## src/rtl/control_unit_pkg.sv

```systemverilog
// control_unit_pkg
//   Shared definitions for the multicycle sequencer and its neighbours:
//   - instruction field positions,
//   - opcode values,
//   - ALU operation codes (the ALU decodes the same values),
//   - the sequencer state encoding,
//   - small opcode-class helpers.
package control_unit_pkg;

  // Instruction register field positions
  localparam int OP_HI = 15;
  localparam int OP_LO = 12;
  localparam int RX_HI = 11;
  localparam int RX_LO = 9;
  localparam int RY_HI = 8;
  localparam int RY_LO = 6;

  // Opcodes. 0010..0111 are ALU operations; 1011..1111 execute as NOP.
  localparam logic [3:0] OP_MV   = 4'b0000;
  localparam logic [3:0] OP_MVI  = 4'b0001;
  localparam logic [3:0] OP_LD   = 4'b1000;
  localparam logic [3:0] OP_SD   = 4'b1001;
  localparam logic [3:0] OP_MVNZ = 4'b1010;

  // ALU operation codes. An ALU instruction's alu_op equals op[2:0].
  localparam logic [2:0] ALU_NONE = 3'b000;
  localparam logic [2:0] ALU_ADD  = 3'b010;
  localparam logic [2:0] ALU_SUB  = 3'b011;
  localparam logic [2:0] ALU_OR   = 3'b100;
  localparam logic [2:0] ALU_SLT  = 3'b101;
  localparam logic [2:0] ALU_SLL  = 3'b110;
  localparam logic [2:0] ALU_SRL  = 3'b111;

  typedef enum logic [2:0] {
    S_IDLE   = 3'd0,
    S_F_ADDR = 3'd1,
    S_F_WAIT = 3'd2,
    S_F_LOAD = 3'd3,
    S_EX1    = 3'd4,
    S_EX2    = 3'd5,
    S_EX3    = 3'd6,
    S_DONE   = 3'd7
  } state_t;

  // True for opcodes 0010..0111.
  function automatic logic is_alu_op(input logic [3:0] op);
    return (op[3] == 1'b0) && (op[2:1] != 2'b00);
  endfunction

  // Instructions that spend EX2 waiting for a memory word (mvi, ld).
  function automatic logic is_mem_wait_op(input logic [3:0] op);
    return (op == OP_MVI) || (op == OP_LD);
  endfunction

endpackage

```

## src/rtl/control_unit_ctrl_decode.sv

```systemverilog
// ctrl_decode
//   Purely combinational strobe decoder. It turns the sequencer state, the
//   latched instruction and the G==0 flag into the datapath strobes for the
//   current cycle.
//
//   Inputs:
//     state      - current sequencer state (state_t encoding)
//     ir         - latched instruction
//     g_zero     - G == 0 flag
//     first_wait - high on the first cycle of a memory wait
//   Outputs:
//     r_out, r_in                          - one-hot register bus / load enables
//     a_in, g_in, g_out, din_out           - A load, G load, G->bus, din->bus
//     addr_in, dout_in, w_d, incr_pc       - memory interface and PC increment
//     alu_op                               - ALU operation
//     done                                 - instruction-retire pulse
//
//   Every cycle has at most one bus driver (r_out, g_out or din_out).
module ctrl_decode
  import control_unit_pkg::*;
#(
  parameter int DATA_W = 16,
  parameter int NREGS  = 8
) (
  input  logic [2:0]        state,
  input  logic [DATA_W-1:0] ir,
  input  logic              g_zero,
  input  logic              first_wait,
  output logic [NREGS-1:0]  r_out,
  output logic [NREGS-1:0]  r_in,
  output logic              a_in,
  output logic              g_in,
  output logic              g_out,
  output logic              din_out,
  output logic              addr_in,
  output logic              dout_in,
  output logic              w_d,
  output logic              incr_pc,
  output logic [2:0]        alu_op,
  output logic              done
);

  localparam logic [2:0] PC_IDX = 3'(NREGS - 1);

  state_t     st;
  logic [3:0] op;
  logic [2:0] rx;
  logic [2:0] ry;
  logic       unused_ir;

  assign st = state_t'(state);
  assign op = ir[OP_HI:OP_LO];
  assign rx = ir[RX_HI:RX_LO];
  assign ry = ir[RY_HI:RY_LO];

  // The low IR bits carry no meaning for this instruction set.
  assign unused_ir = ^ir[RY_LO-1:0];

  function automatic logic [NREGS-1:0] sel(input logic [2:0] idx);
    logic [NREGS-1:0] v;
    v      = '0;
    v[idx] = 1'b1;
    return v;
  endfunction

  always_comb begin
    r_out   = '0;
    r_in    = '0;
    a_in    = 1'b0;
    g_in    = 1'b0;
    g_out   = 1'b0;
    din_out = 1'b0;
    addr_in = 1'b0;
    dout_in = 1'b0;
    w_d     = 1'b0;
    incr_pc = 1'b0;
    alu_op  = ALU_NONE;
    done    = 1'b0;
    case (st)
      S_F_ADDR: begin
        r_out   = sel(PC_IDX);
        addr_in = 1'b1;
      end
      // The PC advances once per fetch, however long the memory wait is.
      S_F_WAIT: incr_pc = first_wait;
      S_EX1: begin
        if (op == OP_MV) begin
          r_out = sel(ry);
          r_in  = sel(rx);
        end else if (op == OP_MVI) begin
          r_out   = sel(PC_IDX);
          addr_in = 1'b1;
        end else if (is_alu_op(op)) begin
          r_out = sel(rx);
          a_in  = 1'b1;
        end else if ((op == OP_LD) || (op == OP_SD)) begin
          r_out   = sel(ry);
          addr_in = 1'b1;
        end else if ((op == OP_MVNZ) && !g_zero) begin
          r_out = sel(ry);
          r_in  = sel(rx);
        end
      end
      S_EX2: begin
        if (op == OP_MVI) begin
          // Step past the immediate word.
          incr_pc = first_wait;
        end else if (is_alu_op(op)) begin
          r_out  = sel(ry);
          g_in   = 1'b1;
          alu_op = op[2:0];
        end else if (op == OP_SD) begin
          r_out   = sel(rx);
          dout_in = 1'b1;
          w_d     = 1'b1;
        end
      end
      S_EX3: begin
        if (is_mem_wait_op(op)) begin
          din_out = 1'b1;
          r_in    = sel(rx);
        end else if (is_alu_op(op)) begin
          g_out = 1'b1;
          r_in  = sel(rx);
        end
      end
      S_DONE:  done = 1'b1;
      default: ;
    endcase
  end

endmodule

```

## src/rtl/control_unit.sv

```systemverilog
// control_unit
//   Multicycle sequencer for the 16-bit bus processor. It fetches through the
//   PC (the highest-numbered register), latches the instruction into IR and
//   steps through the execute cycles. The per-cycle strobes come from
//   ctrl_decode.
//
//   Ports:
//     clock, reset  - clock and synchronous active-high reset
//     run           - start/continue; looked at only in IDLE and DONE
//     din           - memory read data
//     g_zero        - G == 0 flag (used by mvnz)
//     r_out, r_in, a_in, g_in, g_out, din_out,
//     addr_in, dout_in, w_d, incr_pc, alu_op, done
//                   - datapath strobes (see ctrl_decode)
module control_unit
  import control_unit_pkg::*;
#(
  parameter int DATA_W   = 16,
  parameter int NREGS    = 8,
  parameter int MEM_WAIT = 1
) (
  input  logic              clock,
  input  logic              reset,
  input  logic              run,
  input  logic [DATA_W-1:0] din,
  input  logic              g_zero,
  output logic [NREGS-1:0]  r_out,
  output logic [NREGS-1:0]  r_in,
  output logic              a_in,
  output logic              g_in,
  output logic              g_out,
  output logic              din_out,
  output logic              addr_in,
  output logic              dout_in,
  output logic              w_d,
  output logic              incr_pc,
  output logic [2:0]        alu_op,
  output logic              done
);

  localparam int WCW = (MEM_WAIT > 1) ? $clog2(MEM_WAIT) : 1;

  state_t            state_reg;
  state_t            state_next;
  logic [DATA_W-1:0] ir_reg;
  logic [WCW-1:0]    wait_cnt_reg;
  logic [WCW-1:0]    wait_cnt_next;
  logic [3:0]        op;
  logic              in_wait;
  logic              wait_last;
  logic              first_wait;

  assign op         = ir_reg[OP_HI:OP_LO];
  assign wait_last  = (wait_cnt_reg == WCW'(MEM_WAIT - 1));
  assign first_wait = (wait_cnt_reg == '0);
  assign in_wait    = (state_reg == S_F_WAIT) ||
                      ((state_reg == S_EX2) && is_mem_wait_op(op));

  // The counter runs only inside a wait state and is cleared on leaving it.
  assign wait_cnt_next = (in_wait && !wait_last) ? wait_cnt_reg + 1'b1 : '0;

  // State register, IR and wait counter.
  always_ff @(posedge clock) begin
    if (reset) begin
      state_reg    <= S_IDLE;
      ir_reg       <= '0;
      wait_cnt_reg <= '0;
    end else begin
      state_reg    <= state_next;
      wait_cnt_reg <= wait_cnt_next;
      if (state_reg == S_F_LOAD) begin
        ir_reg <= din;
      end
    end
  end

  // Next-state logic.
  always_comb begin
    state_next = state_reg;
    case (state_reg)
      S_IDLE:   state_next = run ? S_F_ADDR : S_IDLE;
      S_F_ADDR: state_next = S_F_WAIT;
      S_F_WAIT: state_next = wait_last ? S_F_LOAD : S_F_WAIT;
      S_F_LOAD: state_next = S_EX1;
      S_EX1: begin
        // mv, mvnz and NOPs finish in one execute cycle.
        if (is_mem_wait_op(op) || is_alu_op(op) || (op == OP_SD)) begin
          state_next = S_EX2;
        end else begin
          state_next = S_DONE;
        end
      end
      S_EX2: begin
        if (op == OP_SD) begin
          state_next = S_DONE;
        end else if (is_mem_wait_op(op)) begin
          state_next = wait_last ? S_EX3 : S_EX2;
        end else begin
          state_next = S_EX3;
        end
      end
      S_EX3:   state_next = S_DONE;
      S_DONE:  state_next = run ? S_F_ADDR : S_IDLE;
      default: state_next = S_IDLE;
    endcase
  end

  // Output logic.
  ctrl_decode #(
    .DATA_W (DATA_W),
    .NREGS  (NREGS)
  ) u_decode (
    .state      (state_reg),
    .ir         (ir_reg),
    .g_zero     (g_zero),
    .first_wait (first_wait),
    .r_out      (r_out),
    .r_in       (r_in),
    .a_in       (a_in),
    .g_in       (g_in),
    .g_out      (g_out),
    .din_out    (din_out),
    .addr_in    (addr_in),
    .dout_in    (dout_in),
    .w_d        (w_d),
    .incr_pc    (incr_pc),
    .alu_op     (alu_op),
    .done       (done)
  );

endmodule

```

## config.mk

```make
export PLATFORM = sky130hd
export DESIGN_NAME = control_unit
export DESIGN_NICKNAME = d
export VERILOG_FILES = /design/src/rtl/control_unit_pkg.sv /design/src/rtl/control_unit_ctrl_decode.sv /design/src/rtl/control_unit.sv
export SDC_FILE = /design/constraint.sdc
export NUM_CORES = 1
export LEC_CHECK = 0
export CAP_MARGIN = 20
export CORE_MARGIN = 2
export CORE_UTILIZATION = 40
export DETAILED_ROUTE_END_ITERATION = 10
export PLACE_DENSITY = 0.72
export REMOVE_ABC_BUFFERS = 1
export SYNTH_ARGS = -nofsm -noshare
export SYNTH_HDL_FRONTEND = slang
export SYNTH_SLANG_ARGS = --single-unit
export TNS_END_PERCENT = 30
```

## constraint.sdc

```tcl
create_clock -name clock -period 1.6 [get_ports clock]
set_input_delay 0.32 -clock clock [delete_from_list [all_inputs] [get_ports clock]]
set_output_delay 0.32 -clock clock [all_outputs]
set_load 0.05 [all_outputs]
```

After elaboration in Yosys (flattened, before gate mapping)
Cells that the tools add are included.
W data, S select, Z words.
{"block": "totals", "ff_bits": 20, "latchBits": 0, "ram_bits": 0, "rom_bits": 0, "input_bits": 20, "output_inout_bits": 28, "word_cells": 91, "memories": 0}
{"block": "classes", "add_sub_neg": 1, "multipliers": 0, "n_div": 0, "magnitude_cmp": 4, "eq_ne": 11, "n_shift": 0, "n_mux": 52, "bitwise_logic": 3, "reduce_logical": 17}
{"op": "$mux W8", "n": 15}
{"op": "$pmux W8 S3", "n": 1}
{"op": "$mux W1", "n": 23}
{"op": "$pmux W3 S7", "n": 1}
{"op": "$pmux W8 S2", "n": 1}
{"op": "$eq A3 B3 Y1 const B", "n": 4}
{"op": "$eq A4 B4 Y1 const B", "n": 3}
{"op": "$mux W3", "n": 3}
{"op": "$lt A3 B4 Y1 const B", "n": 2}
{"op": "$mux W2", "n": 4}
{"op": "$demux W1 S3", "n": 2}
{"op": "$eq A3 B2 Y1 const B", "n": 2}
{"op": "$ge A3 B1 Y1 const B", "n": 2}
{"op": "$logic_and A1 B1 Y1", "n": 6}
{"op": "$logic_or A1 B1 Y1", "n": 5}
{"op": "$eq A4 B1 Y1 const B", "n": 1}
{"op": "$logic_not A4 Y1", "n": 1}
{"op": "$pmux W1 S2", "n": 2}
{"op": "$reduce_or A2 Y1", "n": 2}
{"op": "$eq A3 B1 Y1 const B", "n": 1}
{"op": "$logic_not A3 Y1", "n": 1}
{"op": "$not A1 Y1", "n": 3}
{"op": "$reduce_bool A2 Y1", "n": 1}
{"op": "$add A1 B1 Y1 const B", "n": 1}
{"op": "$logic_not A1 Y1", "n": 1}

Logic depth before layout (Yosys ltp)
Gate-level depths: netlist of the first run.
{"block": "depth", "depth_word": 10, "ltp_mapped": 6, "ltp_nobuf": 4}

Hierarchy
Synthesis of the first run repeated with hierarchy kept, for this count alone.
{"block": "unflattened", "cells_unflattened": 200, "area_unflattened_um2": 1457.6}
{"module": "control_unit", "instances": 1, "cells_per_inst": 101, "area_per_inst_um2": 807.0, "seq_area_each_um2": 400.4}
{"module": "ctrl_decode", "instances": 1, "cells_per_inst": 99, "area_per_inst_um2": 650.6, "seq_area_each_um2": 0.0}

Worst setup path before layout of the first run
Ideal clock, no wire load.
{"block": "synth_path", "kind": "reg-to-output", "from": "register state_reg[2]", "to": "output r_in[6]", "t_arrival_ps": 2246, "required_time_ps": 1280, "slack_ps": -966, "path_stages_with_launch": 5, "path_buffers": 0, "path_cell_list": "dfxtp_1 or3b_4 nor3_1 a21boi_2 nor3b_1"}
{"block": "synth_via", "elab_chain_cells": 2}
{"item": "from (decl)", "line_no": "control_unit.sv:43", "rtl": "state_t state_reg;"}
{"item": "from (signal assigned)", "line_no": "control_unit.sv:69", "rtl": "state_reg <= state_next;"}
{"item": "$eq A3 B3 Y1", "line_no": "control_unit_ctrl_decode.sv:79", "rtl": "case (st)"}
{"item": "$pmux W8 S2 (*)", "line_no": "control_unit_ctrl_decode.sv:79"}
{"item": "to (decl)", "line_no": "control_unit.sv:28", "rtl": "output logic [NREGS-1:0] r_in,"}
Mark *: on every way between the ends. The rest lies on a longest branch, timed or not.

Final worst setup path of the first run
{"block": "layout_path", "from": "register ir_reg[14]", "to": "output r_in[1]"}
{"block": "layout_via", "elab_chain_cells": 8}
{"item": "from (decl)", "line_no": "control_unit.sv:45", "rtl": "logic [DATA_W-1:0] ir_reg;"}
{"item": "from (signal assigned)", "line_no": "control_unit.sv:72", "rtl": "ir_reg <= din;"}
{"item": "$eq A4 B4 Y1", "line_no": "control_unit_ctrl_decode.sv:99", "rtl": "end else if ((op == OP_MVNZ) && !g_zero) begin"}
{"item": "$logic_and A1 B1 Y1", "line_no": "control_unit_ctrl_decode.sv:99"}
{"item": "$mux W8", "line_no": "control_unit_ctrl_decode.sv:99"}
{"item": "$mux W8", "line_no": "control_unit_ctrl_decode.sv:96", "rtl": "end else if ((op == OP_LD) || (op == OP_SD)) begin"}
{"item": "$mux W8", "line_no": "control_unit_ctrl_decode.sv:93", "rtl": "end else if (is_alu_op(op)) begin"}
{"item": "$mux W8", "line_no": "control_unit_ctrl_decode.sv:90", "rtl": "end else if (op == OP_MVI) begin"}
{"item": "$mux W8", "line_no": "control_unit_ctrl_decode.sv:87", "rtl": "if (op == OP_MV) begin"}
{"item": "$pmux W8 S2 (*)", "line_no": "control_unit_ctrl_decode.sv:79"}
Marked as above.

==> metrics.cfg, run 1 <==
[run_status]
status=finished with violations
violations=setup timing

[clock_network]
cts-htree-levels=1
numCtsBuffers=3
clk_path_buf_depth=2
hold_buffers=0
clock-root-buffer=clkbuf_4
post-cts-setup-buffers=0
cts.sinks=14
clk_latency_ns=0.28
cts_tree=yes
clk_pin_slew_ns=0.09

[routing]
drcViolationCount=0
ant_nets=0
wl_per_cell_um=15.5
vias=1659
drtPass1Iterations=4
routed_wl_mm=4.57
routed_via_density=5.62
drt_iter0_markers=62

[grt]
grt_max_degree=18
grt_pass1_wl_mm=7.20
antenna_found_initial=0
overflow=0
grt_pass1_vias=1615
grt_use_total=0.255

[logic_synthesis]
synth_area_leaders=dfxtp_1, nand2_1, nor2_1
avgSynthCellArea_um2=7.00
synth_cell_types=48
synth_top_area_share=0.219
ys.flop_type=dfxtp_1
yosysSeqAreaShare=0.219
syn-cell-area_um2=1280
yosys_warnings=0
synth_edf_count=0
postSynth.asyncResetShare=0
yosys.area.top_type=dfxtp_1
synth_cells=183
synth-seq-cells=14

[power_and_ir_drop]
leakagePower_nw=0.888
total_power_mw=1.10
power_density_nw_per_um2=441
worst_ir_drop_vdd_v=0.000511

[sta]
setup_viol=27
hold_slack_ns=0.540
drv_slew=0
final_hold_viol_count=0
fin_crit_sh=1.42
max_freq_ghz=0.440
rsz0062_at_grt=yes
fin_tns_setup_ns=-11.48
finalCriticalPeriod_ns=2.28
finClkSkew_ns=0.00631
finalWorstSetupSlack_ns=-0.675

[placement]
dpl.hpwl_mm=3.28
gp_congestion=0.906
io_buffers=41
placed_cell_area_um2=2190

[critical_path]
required_ns=1.28
cp_slowest_cell=or4_4
crit_chain=or4_4 > nand4_1 > a21boi_4 > buf_6 > nor2_4 > buf_12
worstSetupStartpointType=flop
end_kind=output port
crit_fanout=6
arrival_ns=1.96
critPathMaxStageDelay_ns=0.55
worstSetupPathType=flop to output port

[floorplan]
die-area_um2=3670
initial_utilization=0.420
die_w_um=60.6
fp.coreArea_um2=3050
num_io_pins=48
rows=20
die_y_um=60.6

[finish]
final_layout_size_suffix_gt1_frac=0.470
layout_common_cells=nand2_1, buf_12, buf_4
area_delta_synth_final_pct=95.2
fillCellCount=197
layout_commonest_cell=nand2_1
largest_reg_flops=10
diodes=0
fin_nets=272
final_area_um2=2500

[flow_run]
cap_violations=0

[worst_hold_path]
hold_class=flop to flop

area by class of cell:
| type | count | area [um2] | area share |
|---|---|---|---|
| Multi-Input combinational cell | 153 | 1100 | 0.441 |
| Inverter | 4 | 15.0 | 0.00600 |
| Tap cell | 44 | 55.1 | 0.0220 |
| Sequential cell | 14 | 285 | 0.114 |
| Timing Repair Buffer | 76 | 1010 | 0.403 |
| Clock buffer | 4 | 36.3 | 0.0145 |
kinds of logic (layout without fill, tap and decap cells):
kind of cell	Yosys count	after routing	share of synthesized area
and+or+nand+nor	97	97	0.381
buffers and inverters	16	84	0.0918
DFF	14	14	0.219
AOI/OAI and AO/OA	54	54	0.299
other	1	1	0.00293
xor gates and xnor gates	1	1	0.00684
power breakdown:
part / switching [mW] / internal, mW / total (mW)
Combinational: 0.238 / 0.224 / 0.462
Clock: 0.118 / 0.138 / 0.256
Sequential: 0.0177 / 0.368 / 0.386
Total: 0.374 / 0.730 / 1.10
routing by layer:
metal	global-route usage	up-vias	part of all wire
li1	-	804	-
met2	0.435	52	0.51
met5	0	-	0
met3	0.0256	4	0.038
met4	0.0807	0	0.0096
met1	0.340	799	0.44
what timing repair did:
item | CTS | global route
pin swaps | 10 | 5
gates resized for setup | 46 | 20
setup endpoints to repair | 27 | 27
stage by stage:
stage	setup slack, ns	utilization	std cells
finish	-0.675	0.819	295
global route	-0.721	0.819	295
CTS	-0.653	0.786	295
detailed placement	-0.584	0.716	291
global placement	-0.584	0.716	291
floorplan	-1.14	-	171
cell usage after synthesis, drive strengths merged (2+ instances only):
library cell / count
nand2: 35
nor2: 22
a21oi: 15
dfxtp: 14
clkbuf: 7
a32oi: 6
nor2b: 6
o22ai: 6
buf: 5
nor3: 5
inv: 4
o21ai: 4
o32ai: 4
and3: 3
nand2b: 3
nand3b: 3
nand4: 3
nor3b: 3
or2: 3
a21boi: 2
a22o: 2
a22oi: 2
a311oi: 2
and2: 2
nand3: 2
or2b: 2
critical path: cells and delay by family (launching register included):
family	cells	cell delay (ns)
simple gates	3	0.71
flops	1	0.33
compound gates	1	0.33
buf+inv	2	0.31
final timing paths:
path | startpoint | to | slack [ns] | cells past startpoint
worst max-delay path | ir_reg[14]$_SDFFE_PP0N_ | r_in[1] | -0.68 | 6
worst min-delay path | ir_reg[8]$_SDFFE_PP0N_ | ir_reg[8]$_SDFFE_PP0N_ | 0.54 | 2
worst max register to register | ir_reg[14]$_SDFFE_PP0N_ | state_reg[0]$_SDFF_PP0_ | 0.18 | 5
worst min register to register | ir_reg[8]$_SDFFE_PP0N_ | ir_reg[8]$_SDFFE_PP0N_ | 0.54 | 2
Note: power is estimated with default switching activity, not from simulation.
==> inputs of run 2 (changes only) <==
--- a/config.mk
+++ b/config.mk
@@ -11,6 +11,7 @@
 export DETAILED_ROUTE_END_ITERATION = 10
 export PLACE_DENSITY = 0.72
 export REMOVE_ABC_BUFFERS = 1
+export SKIP_LAST_GASP = 1
 export SYNTH_ARGS = -nofsm -noshare
 export SYNTH_HDL_FRONTEND = slang
 export SYNTH_SLANG_ARGS = --single-unit
==> run 2 against run 1 <==
  * The flow still finishes with violations (setup timing)
  * Final area down 5.9%
  * Combinational power down 10%
  * Non-clock buffer count up 1
  * Hold slack better by 0.0030 ns
  * Global-route usage down 0.74 points
  * Final cell count up 0.34%
  * Critical path depth unchanged
  * Critical path type unchanged
  * Critical endpoint is now r_in[0]
==> metrics.cfg, run 2 (synthesized netlist as in run 1, its figures left out) <==
[placement]
io_buffers=41  ; unchanged
placed_cells=291  ; unchanged
dpl.hpwl_mm=3.28  ; unchanged
gp_congestion=0.906  ; unchanged

[flow_run]
cap_violations=0  ; unchanged

[routing]
routed_via_density=5.40  ; -4.1%
wl_met3_um=107  ; -38%
wl_per_cell_um=14.2  ; -8.0%
ant_nets=0  ; unchanged
wl_met2_mm=2.16  ; -7.6%
highest_layer=met4
drtPass1Iterations=4  ; unchanged
wirelength_met1_mm=1.91  ; -5.1%
drcViolationCount=0  ; unchanged
drt_iter0_markers=59  ; -4.8%
routed_wl_mm=4.22  ; -7.7%
vias=1597  ; -3.7%

[clock_network]
cts_tree=yes
cts-htree-levels=1  ; unchanged
clk_pin_slew_ns=0.09  ; about the same
cts.sinks=14  ; unchanged
numCtsBuffers=3  ; unchanged
clock-root-buffer=clkbuf_4
clk_path_buf_depth=2  ; unchanged
clk_latency_ns=0.27  ; about the same

[critical_path]
arrival_ns=1.95  ; about the same
rr_startpoint=ir_reg[13]$_SDFFE_PP0N_
crit_fanout=6  ; unchanged
crit_chain=or4_4 > nand4_1 > a21boi_4 > buf_4 > nor3_4 > buf_12
worstSetupStartpointType=flop
rr_worst_depth=6  ; +1
required_ns=1.28  ; about the same
end_kind=output port
cp_slowest_cell=or4_4
r2r_setup_slack_ns=0.11  ; -0.07 ns
critPathMaxStageDelay_ns=0.54  ; about the same
worstSetupPathType=flop to output port
r2r_end=state_reg[0]$_SDFF_PP0_

[power_and_ir_drop]
switching_share=0.327  ; -0.0120
intPower_uw=705  ; -3.4%
worst_ir_drop_vdd_v=0.000469  ; -8.2%
clkPwrFrac=0.238  ; +0.006
leakagePower_nw=0.863  ; -2.9%
p_switching_uw=342  ; -8.5%
combPwrFrac=0.397  ; -0.022
seqPwrFrac=0.365  ; +0.015
power_density_nw_per_um2=445  ; +0.84%

[grt]
overflow=0  ; unchanged
grt_use_total=0.248  ; -0.00745
grt_pass1_vias=1600  ; -0.93%
antenna_found_initial=0  ; unchanged
grt_max_degree=18  ; unchanged
grt_pass1_wl_mm=6.98  ; -3.1%

[floorplan]
fp.coreArea_um2=3050  ; unchanged
die-area_um2=3670  ; unchanged
rows=20  ; unchanged
num_io_pins=48  ; unchanged
initial_utilization=0.420  ; unchanged
die_y_um=60.6  ; unchanged
die_w_um=60.6  ; unchanged

[sta]
finalCriticalPeriod_ns=2.27  ; -0.00540 ns
final_hold_viol_count=0  ; unchanged
finClkSkew_ns=0.00622  ; -0.0000889 ns
fin_crit_sh=1.42  ; -0.00337
drv_slew=0  ; unchanged
rsz0062_at_grt=yes
finalWorstSetupSlack_ns=-0.670  ; +0.00540 ns
max_freq_ghz=0.441  ; +0.24%
setup_viol=27  ; unchanged

[finish]
fillCellCount=227  ; +15%
layout_commonest_cell=nand2_1
utilization=0.771  ; -0.0484
instances_no_fill=296  ; +0.34%
seqCellArea_um2=283  ; -0.88%
layout_common_cells=nand2_1, buf_4, buf_12
fin_nets=273  ; +0.37%
multi_input_area_um2=996  ; -9.6%
final_layout_size_suffix_gt1_frac=0.393  ; -0.0773
largest_reg_flops=10  ; unchanged
area_delta_synth_final_pct=83.7
diodes=0  ; unchanged

[run_status]
violations=setup timing
status=finished with violations

[worst_hold_path]
holdPathStages=2  ; unchanged
whs_endpoint=ir_reg[8]$_SDFFE_PP0N_
hold_start=ir_reg[8]$_SDFFE_PP0N_
hold_class=flop to flop

-- run 2: changes by cell type in the layout (fill, tap and decap cells not counted), moves of 3 or more --
cell / delta
buf_6: -7
buf_4: +10
nor2_1: +5
nor2_4: -3
-- run 2: layout make-up --
class                   instances  share of cell area
multi-input cells             153               0.423
well taps                      44              0.0234
clock buffers                   4              0.0154
flip-flops and latches         14               0.120
repair buffers                 77               0.411
inverters                       4             0.00638
-- run 2: worst max-delay path by stage --
stage	from	endpoint	slack [ns]	depth (start not counted)
finish	ir_reg[14]$_SDFFE_PP0N_	r_in[0]	-0.67	6
floorplan	state_reg[2]$_SDFF_PP0_	r_in[6]	-1.14	4
detailed placement	g_zero	r_out[1]	-0.58	6
global placement	g_zero	r_out[1]	-0.58	6
global route	ir_reg[14]$_SDFFE_PP0N_	r_in[0]	-0.71	6
CTS	ir_reg[14]$_SDFFE_PP0N_	r_in[7]	-0.65	6
-- run 2: what timing repair did --
action	4_1_cts	5_1_grt
pin swaps	6	2
hold endpoints to repair	0	0
endpoints found under the setup margin	27	27
hold buffers	0	0
setup buffers	0	1
gates resized for setup	21	8
-- run 2: worst max-delay path: cells and delay by family (launching register included) --
family | cells | cell delay (ns)
DFF | 1 | 0.33
and+or+nand+nor | 3 | 0.68
buffers and inverters | 2 | 0.32
AOI/OAI and AO/OA | 1 | 0.34
-- run 2: per-layer routing --
| layer | track usage | up-vias |
|---|---|---|
| li1 | - | 807 |
| met1 | 0.336 | 751 |
| met2 | 0.425 | 37 |
| met3 | 0.0107 | 2 |
| met4 | 0.0776 | 0 |
| met5 | 0 | - |
-- run 2: metrics by stage --
step | total power, mW | TNS, ns | instance area, um2 | setup WS, ns | hold slack, ns
after global placement | 0.776 | -7.14 | 2190 | -0.584 | 0.501
after global routing | 1.10 | -15.36 | 2350 | -0.708 | 0.565
final | 1.05 | -12.91 | 2350 | -0.670 | 0.543
after floorplan | 0.583 | -15.58 | 1180 | -1.14 | 0.389
after CTS | 1.04 | -13.02 | 2310 | -0.654 | 0.533
after detailed placement | 0.784 | -7.90 | 2190 | -0.584 | 0.521
-- run 2: power by group through the flow --
| stage | logic (mW) | clock network [mW] | registers [mW] |
|---|---|---|---|
| after CTS | 0.408 | 0.256 | 0.381 |
| after global placement | 0.388 | 0 | 0.388 |
| after global routing | 0.449 | 0.270 | 0.385 |
| after floorplan | 0.174 | 0 | 0.410 |
| final | 0.416 | 0.249 | 0.382 |
| after detailed placement | 0.395 | 0 | 0.389 |
